## src/rtl/controle_pkg.sv

```systemverilog
// controle_pkg: shared sizes, requester indices and FSM state for the register-file write-back controller
package controle_pkg;
    localparam int NREG    = 16;
    localparam int AW      = 4;
    localparam int DW      = 16;
    localparam int REQ_ALU = 0;
    localparam int REQ_MEM = 1;
    typedef enum logic {IDLE, WRITE} state_t;
endpackage

```

## src/rtl/controle_escrita_banco_arbitro_rr.sv

```systemverilog
// arbitro_rr: one-hot grant among valid requesters; round-robin from ptr, or fixed lowest-index priority when WB_FIXED_PRIO_EN is defined
module arbitro_rr #(
    parameter int N  = 2
`ifndef WB_FIXED_PRIO_EN
    ,
    parameter int PW = 1
`endif
) (
    input  logic [N-1:0]  valid,
`ifndef WB_FIXED_PRIO_EN
    input  logic [PW-1:0] ptr,
`endif
    output logic [N-1:0]  grant
);
`ifdef WB_FIXED_PRIO_EN
    // isolate the lowest set valid bit
    always_comb grant = valid & (~valid + N'(1));
`else
    logic [N-1:0] upper;
    // prefer the lowest requester at or above ptr, otherwise wrap to the lowest overall
    always_comb begin
        upper = valid & ~((N'(1) << ptr) - N'(1));
        grant = (upper != '0) ? (upper & (~upper + N'(1))) : (valid & (~valid + N'(1)));
    end
`endif
endmodule

```

## src/rtl/controle_escrita_banco.sv

```systemverilog
// controle_escrita_banco: write-back arbiter, entrada3 mux and pending-register scoreboard; WB_FIXED_PRIO_EN selects fixed priority
module controle_escrita_banco #(
    parameter int NREQ = 2,
    parameter int AW   = 4,
    parameter int DW   = 16
) (
    input  logic              clk,
    input  logic              reset,
    input  logic [NREQ-1:0]   wb_valid,
    input  logic [NREQ*AW-1:0] wb_addr,
    input  logic [NREQ*DW-1:0] wb_dado,
    output logic [NREQ-1:0]   wb_ready,
    input  logic              rd3_valid,
    input  logic [AW-1:0]     rd3_addr,
    output logic              rd3_ready,
    input  logic              rsv_valid,
    input  logic [AW-1:0]     rsv_addr,
    input  logic [AW-1:0]     src1_addr,
    input  logic [AW-1:0]     src2_addr,
    output logic              hazard,
    output logic              rf_sinal,
    output logic [AW-1:0]     rf_entrada3,
    output logic [DW-1:0]     rf_dado
);
    import controle_pkg::*;

    state_t                state_q, state_d;
    logic [AW-1:0]         rf_entrada3_q, rf_entrada3_d, sel_addr;
    logic [DW-1:0]         rf_dado_q, rf_dado_d, sel_dado;
    logic [(1<<AW)-1:0]    pending_q, pending_d;
    logic [NREQ-1:0]       grant;
    logic                  xfer;

`ifdef WB_FIXED_PRIO_EN
    arbitro_rr #(.N(NREQ)) u_arb (.valid(wb_valid), .grant(grant));
`else
    localparam int PW = (NREQ > 1) ? $clog2(NREQ) : 1;
    logic [PW-1:0] ptr_q, ptr_d;
    arbitro_rr #(.N(NREQ), .PW(PW)) u_arb (.valid(wb_valid), .ptr(ptr_q), .grant(grant));
`endif

    assign wb_ready  = reset ? '0 : grant;
    assign xfer      = !reset && (grant != '0);
    assign rd3_ready = !reset && rd3_valid && (wb_valid == '0);
    assign hazard    = !reset && (pending_q[src1_addr] | pending_q[src2_addr] | (rsv_valid & pending_q[rsv_addr]));

    // route the granted requester's address/data and compute the pointer slot after it
    always_comb begin
        sel_addr = '0;
        sel_dado = '0;
`ifndef WB_FIXED_PRIO_EN
        ptr_d = ptr_q;
`endif
        for (int i = 0; i < NREQ; i++) begin
            if (grant[i]) begin
                sel_addr = wb_addr[i*AW +: AW];
                sel_dado = wb_dado[i*DW +: DW];
`ifndef WB_FIXED_PRIO_EN
                ptr_d = (i == NREQ - 1) ? '0 : PW'(i + 1);
`endif
            end
        end
    end

    // a write is staged for exactly the cycle after each accepted transfer
    always_comb state_d = xfer ? WRITE : IDLE;

    // stage write or read-3 address; scoreboard clears first so a same-edge reservation wins
    always_comb begin
        rf_entrada3_d = xfer ? sel_addr : rd3_addr;
        rf_dado_d     = xfer ? sel_dado : rf_dado_q;
        pending_d     = pending_q;
        if (xfer) pending_d[sel_addr] = 1'b0;
        if (rsv_valid && !hazard) pending_d[rsv_addr] = 1'b1;
    end

    // FSM state register
    always_ff @(posedge clk) begin
        if (reset) state_q <= IDLE;
        else       state_q <= state_d;
    end

    // staging registers, scoreboard and arbitration pointer
    always_ff @(posedge clk) begin
        if (reset) begin
            rf_entrada3_q <= '0;
            rf_dado_q     <= '0;
            pending_q     <= '0;
`ifndef WB_FIXED_PRIO_EN
            ptr_q         <= '0;
`endif
        end else begin
            rf_entrada3_q <= rf_entrada3_d;
            rf_dado_q     <= rf_dado_d;
            pending_q     <= pending_d;
`ifndef WB_FIXED_PRIO_EN
            ptr_q         <= ptr_d;
`endif
        end
    end

    // register-file drive: write enable follows the FSM state
    always_comb begin
        rf_sinal    = (state_q == WRITE);
        rf_entrada3 = rf_entrada3_q;
        rf_dado     = rf_dado_q;
    end
endmodule

```

## config.mk

```make
export PLATFORM = sky130hd
export DESIGN_NAME = controle_escrita_banco
export DESIGN_NICKNAME = d
export VERILOG_FILES = /design/src/rtl/controle_pkg.sv /design/src/rtl/controle_escrita_banco_arbitro_rr.sv /design/src/rtl/controle_escrita_banco.sv
export SDC_FILE = /design/constraint.sdc
export NUM_CORES = 1
export LEC_CHECK = 0
export BUFFER_PORTS_ARGS = -buffer_cell sky130_fd_sc_hd__buf_2
export CAP_MARGIN = 5
export CORE_MARGIN = 2
export CORE_UTILIZATION = 49
export DETAILED_ROUTE_END_ITERATION = 7
export GPL_ROUTABILITY_DRIVEN = 0
export PLACE_DENSITY = 0.8
export SETUP_SLACK_MARGIN = 0.05
export SYNTH_ARGS = -nofsm -noshare
export SYNTH_HDL_FRONTEND = slang
export SYNTH_SLANG_ARGS = --single-unit
```

## constraint.sdc

```tcl
create_clock -name clk -period 2.23 [get_ports clk]
set_input_delay 0.223 -clock clk [delete_from_list [all_inputs] [get_ports clk]]
set_output_delay 0.223 -clock clk [all_outputs]
set_load 0.05 [all_outputs]
```

==> run metrics, run 1 <==
outcome=complete, no violations; crit path max fanout=4; initial DRC count=166; row cnt=24; CTS tree=done; # IOs=87; crit path max-delay cell type=mux4_2; # setup viols final=0; Post-Syn Instances=250; total number of vias=approximately 2300; Core Box Area=approximately 4400 um^2; Setup WS pre-CTS=53.57 ps; sw frac=30.05%; Synthesized Nets=312; setup ws final=12.49 ps; compound-cell area share of the yosys netlist=23.42%; clk sinks=38; CP peak stage delay=460 ps; total track usage=~25%; number of global-route vias before repair=2067; CP Data Required Time=2010 ps; CTS Root Cell=clkbuf_8; Setup CP Type=reg2out; post-DR wirelength/cell=16.61 um; area grow syn2layout=31.66%; yosys warns=0; Max Clock Freq=0.4510 GHz; Max-cap violations=0; Seq pwr share=38.1%; die area=between 5000 and 6000 um^2; ANT nets after route=0; drt drc=0; first-pass GRT wire length=10.28 mm; Post-Route WL=6.445 mm; crit start category=flip-flop; hold path start=rd3_addr[2]; Worst Hold Class=in2reg; combinational share of power=a little under a quarter; Vias/cell=6.003; Clock Power Share=a little under two fifths; die height=between 70 and 80 um; CP cell instances=mux4_2 > and2b_2 > a211oi_4 > o21ai_4 > o21ba_1 > buf_6; ANT cells=0; GRT Residual Overflow=0; PwrDens=639.4 nW/um^2; layout cell share with drive strength beyond 1=47.32%; Critical R2R Launch=pending_q[6]; Initial DRT Pass Iterations=4; CTS buffer count=5; period utilization=99.44%; Initial Utilization=51.58%; area of the multi-input gates=about 1500 um^2; Unique masters post-synth=46; later-pin clock latency in the skew report=between 200 and 300 ps; fin. max-slew vios=0; leakage power=1.381 nW; net switching power=between 500 and 600 uW; average size of a mapped cell=9.169 um^2; Synth Flop Type=dfxtp_1; Seq/Total Area, Yosys=approximately a third; Seq cells post-synth=38; CP startpoint=pending_q[6]; CTS Hold Buffers Added=0; EDFF count, synth=0; Register Area=about 780 um^2; CP bufs+invs=1; layout filler cell count=362; Slew @ Worst Pin=607.9 ps; H-tree depth=2; internal power=~1.3 mW; Crit. End Element=output port; Design Power=approximately 1.9 mW; largest family of logic cells by synthesized area=simple AND/OR/NAND/NOR gates; largest net degree at the start of global routing=37; Post-Synth Simple-Gate Area=23.64%; Synth async-reset ratio=0%; cell family with most CP delay=compound AO/OA/AOI/OAI gates; Worst EP arrival=between 1500 and 2000 ps; Port Buffers=between 80 and 90; die width=72.40 um; Hold WS=172.1 ps; final-report hold violation count=0; post-synthesis mux area share=14.19%; final-stage net count=397; initial antenna violation count=0; Final min period=2218 ps; RSZ-0062 raised after global routing=yes; Worst slew margin=59.48%; Clock Skew=approximately 5.9 ps; Synth Cell Area=2292 um^2; XOR/XNOR share of the synthesized area=0%; Bufs on Longest Clock Path=2; FF-to-FF setup slack=110 ps; Synth Area in Adders=0%; hpwl dp=4.710 mm; peak supply drop=0.0004748 V; Reg clk slew, reported paths=approximately 80 ps
## worst min-delay path: cells and delay by family
| family | cells | cell delay, ps |
|---|---|---|
| AO/OA/AOI/OAI | 1 | 50 |
| AND/OR/NAND/NOR | 1 | 50 |
| buffers and inverters | 1 | 90 |
## area by class of cell
class                   count  share of cell area, %
multi-input cells         188                  49.21
inverters                   3                 0.3731
clock inverters             2                  1.990
repair buffers             99                  17.70
well taps                  52                  2.156
clock buffers               6                  2.736
flip-flops and latches     38                  25.83
## per-layer routing
metal / vias to the layer above / GRT usage (%) / routed length, um
li1: 1129 / - / -
met1: 1104 / 34.49 / 2802
met2: 89 / 39.25 / 3147
met3: 7 / 5.833 / 447
met4: 0 / 5.967 / 47
met5: - / 0 / 0
## layout by cell type, fill, tap and decap left out, drive strengths merged, types with 2 or more instances in the layout
master,netlist,layout
mux2,3,3
or2,2,2
or3b,2,2
or3,3,3
nor2b,10,10
nor2,22,22
buf,4,99
nand3b,5,5
or2b,2,2
o41ai,16,16
mux4,8,8
nand2,22,22
a311oi,17,17
and2,2,2
and2b,10,10
clkbuf,16,6
a32oi,4,4
nand3,18,18
a21oi,3,3
a32o,2,2
mux2i,8,8
dfxtp,38,38
inv,3,3
bufinv,0,2
a211oi,2,2
o21ai,17,17
a221oi,2,2
## path summary, 6_finish.rpt
kind / cells after the start / endpoint
worst max-delay path: 6 / hazard
worst min-delay path: 3 / rf_entrada3[2]
worst max register to register: 7 / pending_q[9]
worst min register to register: 2 / rf_dado[9]
## Yosys cell counts, types with 3 or more instances
master,number,area share [%]
nor2_1,22,3.6
and2b_2,10,3.8
a311oi_1,17,6.5
dfxtp_1,38,33
mux4_2,3,2.9
a21oi_1,3,0.65
mux4_1,5,5.7
nand2_1,22,3.6
o41ai_1,16,6.1
nand3b_1,5,1.6
nand3_1,18,3.9
nor2b_1,10,2.7
inv_1,3,0.49
clkbuf_1,14,2.3
mux2i_1,7,3.1
o21ai_0,16,3.5
a32oi_1,4,1.5
## timing repair
action,in CTS,in global routing
resized for setup,23,11
pin swaps,1,4
endpoints found under the setup margin,1,10
setup buffers,1,0
## per-stage QoR
step / std cells / setup TNS, ps / util (%) / cell area [um^2]
after CTS: 388 / 0 / 66.19 / 2942
final: 388 / 0 / 67.91 / 3018
after global routing: 388 / -57.83 / 67.91 / 3018
after floorplan: 250 / 0 / - / 2297
after detailed placement: 379 / 0 / 62.25 / 2766
after global placement: 379 / 0 / 62.25 / 2766
## flip-flops by register name, indices dropped and copies added (netlist names)
name and count:
ptr_q 1, rf_dado 16, rf_entrada3 4, pending_q 16, rf_sinal 1
## logic make-up (layout without fill, tap and decap cells)
logic type,Yosys count,count (layout)
and+or+nand+nor,101,101
DFF,38,38
buffers and inverters,24,110
muxes,19,19
AOI/OAI and AO/OA,68,68
## power groups by stage
stage	Combinational [mW]	Sequential, mW	Clock [mW]
after floorplan	0.195	0.858	0
after global placement	0.437	0.751	0
after detailed placement	0.441	0.751	0
after CTS	0.451	0.735	0.736
after global routing	0.495	0.739	0.771
final	0.461	0.736	0.733
No activity file was read; power rests on OpenSTA's default activity.
==> run 2, diff against run 1 <==
==> constraint.sdc (replaced) <==
create_clock -name clk -period 2.23 [get_ports clk]
set_input_delay 0.669 -clock clk [delete_from_list [all_inputs] [get_ports clk]]
set_output_delay 0.669 -clock clk [all_outputs]
set_load 0.05 [all_outputs]
==> run metrics, run 2 (synthesized netlist as in run 1, its figures left out) <==
layout filler cell count=318; Initial DRT Pass Iterations=5; Port Buffers=86; outcome=finished with violations; Design Power=1.852 mW; total number of vias=2609; Setup CP Type=in2out; hold path start=rf_dado[7]; initial DRC count=306; CP Data Required Time=around 1600 ps; crit start category=input pin; Slew @ Worst Pin=~430 ps; first-pass GRT wire length=roughly 12 mm; internal power=1.239 mW; combinational share of power=between 20% and 30%; PwrDens=567.0 nW/um^2; H-tree depth=2; commonest non-fill, non-tap cell in the layout=buf_2; die width=72.40 um; Max-cap violations=0; Reg clk slew, reported paths=70 ps; ANT nets after route=0; Crit. End Element=output port; most frequent cells in the layout=buf_2, dfxtp_1, buf_4; die height=between 70 and 80 um; Core Box Area=4444 um^2; Reg2Reg Depth=6; worst hold path cell count=2; Worst EP arrival=2150 ps; RSZ-0062 raised after global routing=yes; Setup TNS Final=-592.7 ps; drt drc=0; Worst slew margin=71.36%; final-report hold violation count=0; post-layout util=around three quarters; Max Clock Freq=approximately 0.36 GHz; fin. max-slew vios=0; crit path max fanout=4; Final min period=2816 ps; largest net degree at the start of global routing=34; post-DR wirelength/cell=19.12 um; peak supply drop=0.0004424 V; Initial Utilization=51.58%; CTS tree=done; Post-Route WL=~7.8 mm; die area=between 5000 and 6000 um^2; sw frac=about a third; Clock Power Share=31.8%; CP startpoint=src2_addr[0]; Hold WS=491.1 ps; Seq pwr share=39.9%; # setup viols final=3; period utilization=126.3%; reg2reg end=pending_q[14]; setup ws final=-585.5 ps; GRT Residual Overflow=0; failing checks=setup timing; net switching power=between 600 and 700 uW; Clock Skew=between 5 and 6 ps; Bufs on Longest Clock Path=2; Hold Path Sink=rf_dado[7]; ANT cells=0; number of global-route vias before repair=2472; CTS buffer count=5; Critical R2R Launch=pending_q[6]; clk sinks=38; final-stage net count=about 420; row cnt=24; total track usage=about 29%; Vias/cell=6.363; FF-to-FF setup slack=between 100 and 150 ps; initial antenna violation count=0; CTS Root Cell=clkbuf_8; hpwl dp=about 5.4 mm; layout cell share with drive strength beyond 1=50.00%; # IOs=87; later-pin clock latency in the skew report=slightly below 300 ps; area grow syn2layout=42.52%; leakage power=1.515 nW; Worst Hold Class=reg2reg
## run 2: cell types whose count changed in the layout (fill, tap and decap cells not counted), sizes merged
cell and change:
buf +21, clkinv +2, bufinv -1
## run 2: power groups by stage
| stage | Clock [mW] | Sequential, mW | Combinational, mW |
|---|---|---|---|
| floorplan | 0 | 0.858 | 0.215 |
| global placement | 0 | 0.752 | 0.470 |
| detailed placement | 0 | 0.752 | 0.482 |
| CTS | 0.593 | 0.737 | 0.505 |
| global route | 0.623 | 0.742 | 0.557 |
| finish | 0.589 | 0.738 | 0.525 |
## run 2: metrics by stage
stage / area, um^2 / setup WS [ps] / cells
2_1_floorplan: 2369 / -509.3 / 250
3_3_place_gp: 2965 / -688.0 / 401
3_5_place_dp: 2965 / -721.8 / 401
4_1_cts: 3207 / -621.4 / 409
5_1_grt: 3267 / -617.5 / 410
6_report: 3267 / -585.5 / 410
## run 2: layer usage
metal / vias to the layer above / track usage, % / share of wire (%)
li1: 1172 / - / -
met1: 1253 / 35.57 / 38
met2: 149 / 50.46 / 51
met3: 35 / 7.222 / 7.3
met4: 0 / 9.465 / 3.4
met5: - / 0 / 0
## run 2: area by class of cell
type                    instances  area, um^2  area share, %
clock buffers                   5       68.82          2.106
flip-flops and latches         38       760.7          23.29
repair buffers                121       752.0          23.02
clock inverters                 3       40.04          1.226
well taps                      52       65.06          1.992
inverters                       3       11.26         0.3447
multi-input cells             188        1569          48.03
## run 2: critical path, stage by stage
cell and delay (ps):
buf_12 90, mux4_2 490, mux2_4 290, mux2i_4 160, o21ai_4 90, o21ba_4 210, buf_8 150
## run 2: repair_timing
item,CTS,global route
setup buffers,0,2
gates resized for setup,27,11
endpoints found under the setup margin,20,19
endpoints found under the hold margin,0,0
pin swaps,1,2
hold buffers,0,0
## run 2: worst max-delay path by stage
stage	endpoint	slack (ps)
2_1_floorplan	hazard	-510
3_3_place_gp	hazard	-690
3_5_place_dp	hazard	-720
4_1_cts	hazard	-620
5_1_grt	hazard	-620
6_report	hazard	-590
==> run 3, diff against run 2 <==
- PLACE_DENSITY: 0.8 -> 0.77
- SYNTH_HIERARCHICAL: not set -> 1
==> run metrics, run 3 <==
yosys warns=6; total track usage=29.19%; worst hold path cell count=2; number of global-route vias before repair=2510; cell family with most CP delay=compound AO/OA/AOI/OAI gates; final-stage net count=456; CP Depth=7; Vias/cell=roughly 5.7; ANT cells=0; most frequent cell after synthesis=nor2_1; later-pin clock latency in the skew report=300 ps; Reg2Reg Depth=8; post-route cell area=3332 um^2; post-layout util=74.97%; post-DR wirelength/cell=16.57 um; layout filler cell count=316; CP peak stage delay=500 ps; Max-cap violations=0; Seq/Total Area, Yosys=32.97%; area grow syn2layout=44.41%; final-report hold violation count=0; peak supply drop=roughly 0.00054 V; CP cell instances=buf_2 > mux4_2 > o22ai_2 > o22ai_1 > a221o_1 > o21a_4 > buf_6; Core Box Area=4444 um^2; die height=72.62 um; Area after DPL=3168 um^2; drt drc=0; fin. max-slew vios=0; Setup CP Type=in2out; CP bufs+invs=2; Setup TNS Final=-637.1 ps; Placed Cells=437; Max Clock Freq=0.3488 GHz; Synth Cell Area=2307 um^2; Initial Utilization=51.91%; die area=~5300 um^2; average size of a mapped cell=8.739 um^2; Synthesized Nets=between 300 and 400; CP Data Required Time=~1600 ps; dominant cell type by area after synthesis=dfxtp_1; CTS Hold Buffers Added=0; commonest non-fill, non-tap cell in the layout=buf_2; outcome=finished with violations; non-filler cells, final=447; Seq cells post-synth=38; commonest cells in the netlist=nor2_1, dfxtp_1, mux2i_1, nand2_1, a21oi_1; # setup viols final=1; CTS Root Cell=clkbuf_8; crit path max fanout=2; largest net degree at the start of global routing=34; post-synth top area share=32.97%; initial DRC count=162; layout cell share with drive strength beyond 1=roughly 46%; RSZ-0062 raised after global routing=yes; # IOs=87; Port Buffers=86; clk sinks=38; Worst Hold Class=reg2reg; Design Power=1.800 mW; leakage power=1.560 nW; Worst slew margin=67.22%; GRT Residual Overflow=0; H-tree depth=2; Unique masters post-synth=44; Reg clk slew, reported paths=70 ps; ANT nets after route=0; crit path max-delay cell type=mux4_2; Synth Flop Type=dfxtp_1; Worst EP arrival=2200 ps; PwrDens=540.2 nW/um^2; CTS buffer count=5; hpwl dp=5.502 mm; Synth async-reset ratio=0%; total number of vias=2567; Synth area leaders=dfxtp_1, mux2i_1, nor2_1, mux4_2, o31ai_2; Post-Route WL=around 7.4 mm; row cnt=24; most frequent cells in the layout=buf_2, buf_4, nor2_1; Slew @ Worst Pin=~490 ps; crit start category=input pin; Initial DRT Pass Iterations=4; CTS tree=done; EDFF count, synth=0; period utilization=128.6%; Clock Skew=a little under 6 ps; Register Area=760.7 um^2; area of the multi-input gates=1519 um^2; Bufs on Longest Clock Path=2; Post-Syn Instances=264; die width=72.62 um; Crit. End Element=output port; setup ws final=-637.1 ps; Final min period=around 2900 ps; failing checks=setup timing; first-pass GRT wire length=11.77 mm; initial antenna violation count=0
-- run 3: changes by cell type after synthesis, sizes merged, moves of 7 or more --
cell	delta
a311oi	-15
nand3	-16
clkbuf	-7
nor2	+19
o21ai	-14
o211ai	+8
o31ai	+17
and2b	-10
o311ai	+8
o41ai	-16
a21oi	+16
mux2i	+18
-- run 3: worst reg2reg max path, cell delays in order, from the launching register on --
cell and delay, ps:
dfxtp_1 410, inv_1 110, a21boi_4 170, buf_4 170, buf_4 150, nand2_1 50
o32a_1 240, o311ai_0 430, o31ai_2 150
-- run 3: power by group --
| part | switching, mW | total (mW) | leakage, nW | internal [mW] |
|---|---|---|---|---|
| registers | 0.0193 | 0.735 | 0.311 | 0.716 |
| logic | 0.346 | 0.567 | 1.20 | 0.221 |
| clock network | 0.250 | 0.498 | 0.0472 | 0.248 |
-- run 3: cells by family after synthesis --
family,after synthesis,synth area share (%)
buf+inv,25,4.827
flops,38,32.97
compound gates,76,25.76
mux,35,18.60
simple gates,90,17.84
-- run 3: through the flow --
step           worst slack (ps)  hold WS (ps)
2_1_floorplan            -590.7         478.4
3_3_place_gp             -660.1         506.1
3_5_place_dp             -686.9         514.7
4_1_cts                  -632.2         528.5
5_1_grt                  -697.4         596.3
6_report                 -637.1         560.3
-- run 3: layout make-up --
class,count,area share (%)
Clock buffer,6,2.478
Timing Repair Buffer,141,25.99
Multi-Input combinational cell,201,45.59
Inverter,7,0.7886
Tap cell,52,1.953
Sequential cell,38,22.83
Clock inverter,2,0.3755
-- run 3: repair_timing --
| action | CTS | global route |
|---|---|---|
| cloned | 0 | 0 |
| pin swaps | 0 | 0 |
| endpoints found under the setup margin | 4 | 9 |
| setup buffers | 1 | 1 |
| resized for setup | 6 | 7 |
-- run 3: worst paths after layout --
kind,startpoint,endpoint,slack [ps]
setup reg to reg,ptr_q,pending_q[4],200
hold / removal,ptr_q,ptr_q,560
setup / recovery,src2_addr[1],hazard,-640
hold reg to reg,ptr_q,ptr_q,560
-- run 3: per-layer routing --
| metal | global-route usage (%) | up-vias | wire, um |
|---|---|---|---|
| met3 | 7.320 | 18 | 532 |
| met5 | 0 | - | 0 |
| met4 | 12.55 | 0 | 165 |
| li1 | - | 1250 | - |
| met2 | 47.78 | 107 | 3597 |
| met1 | 36.49 | 1192 | 3111 |
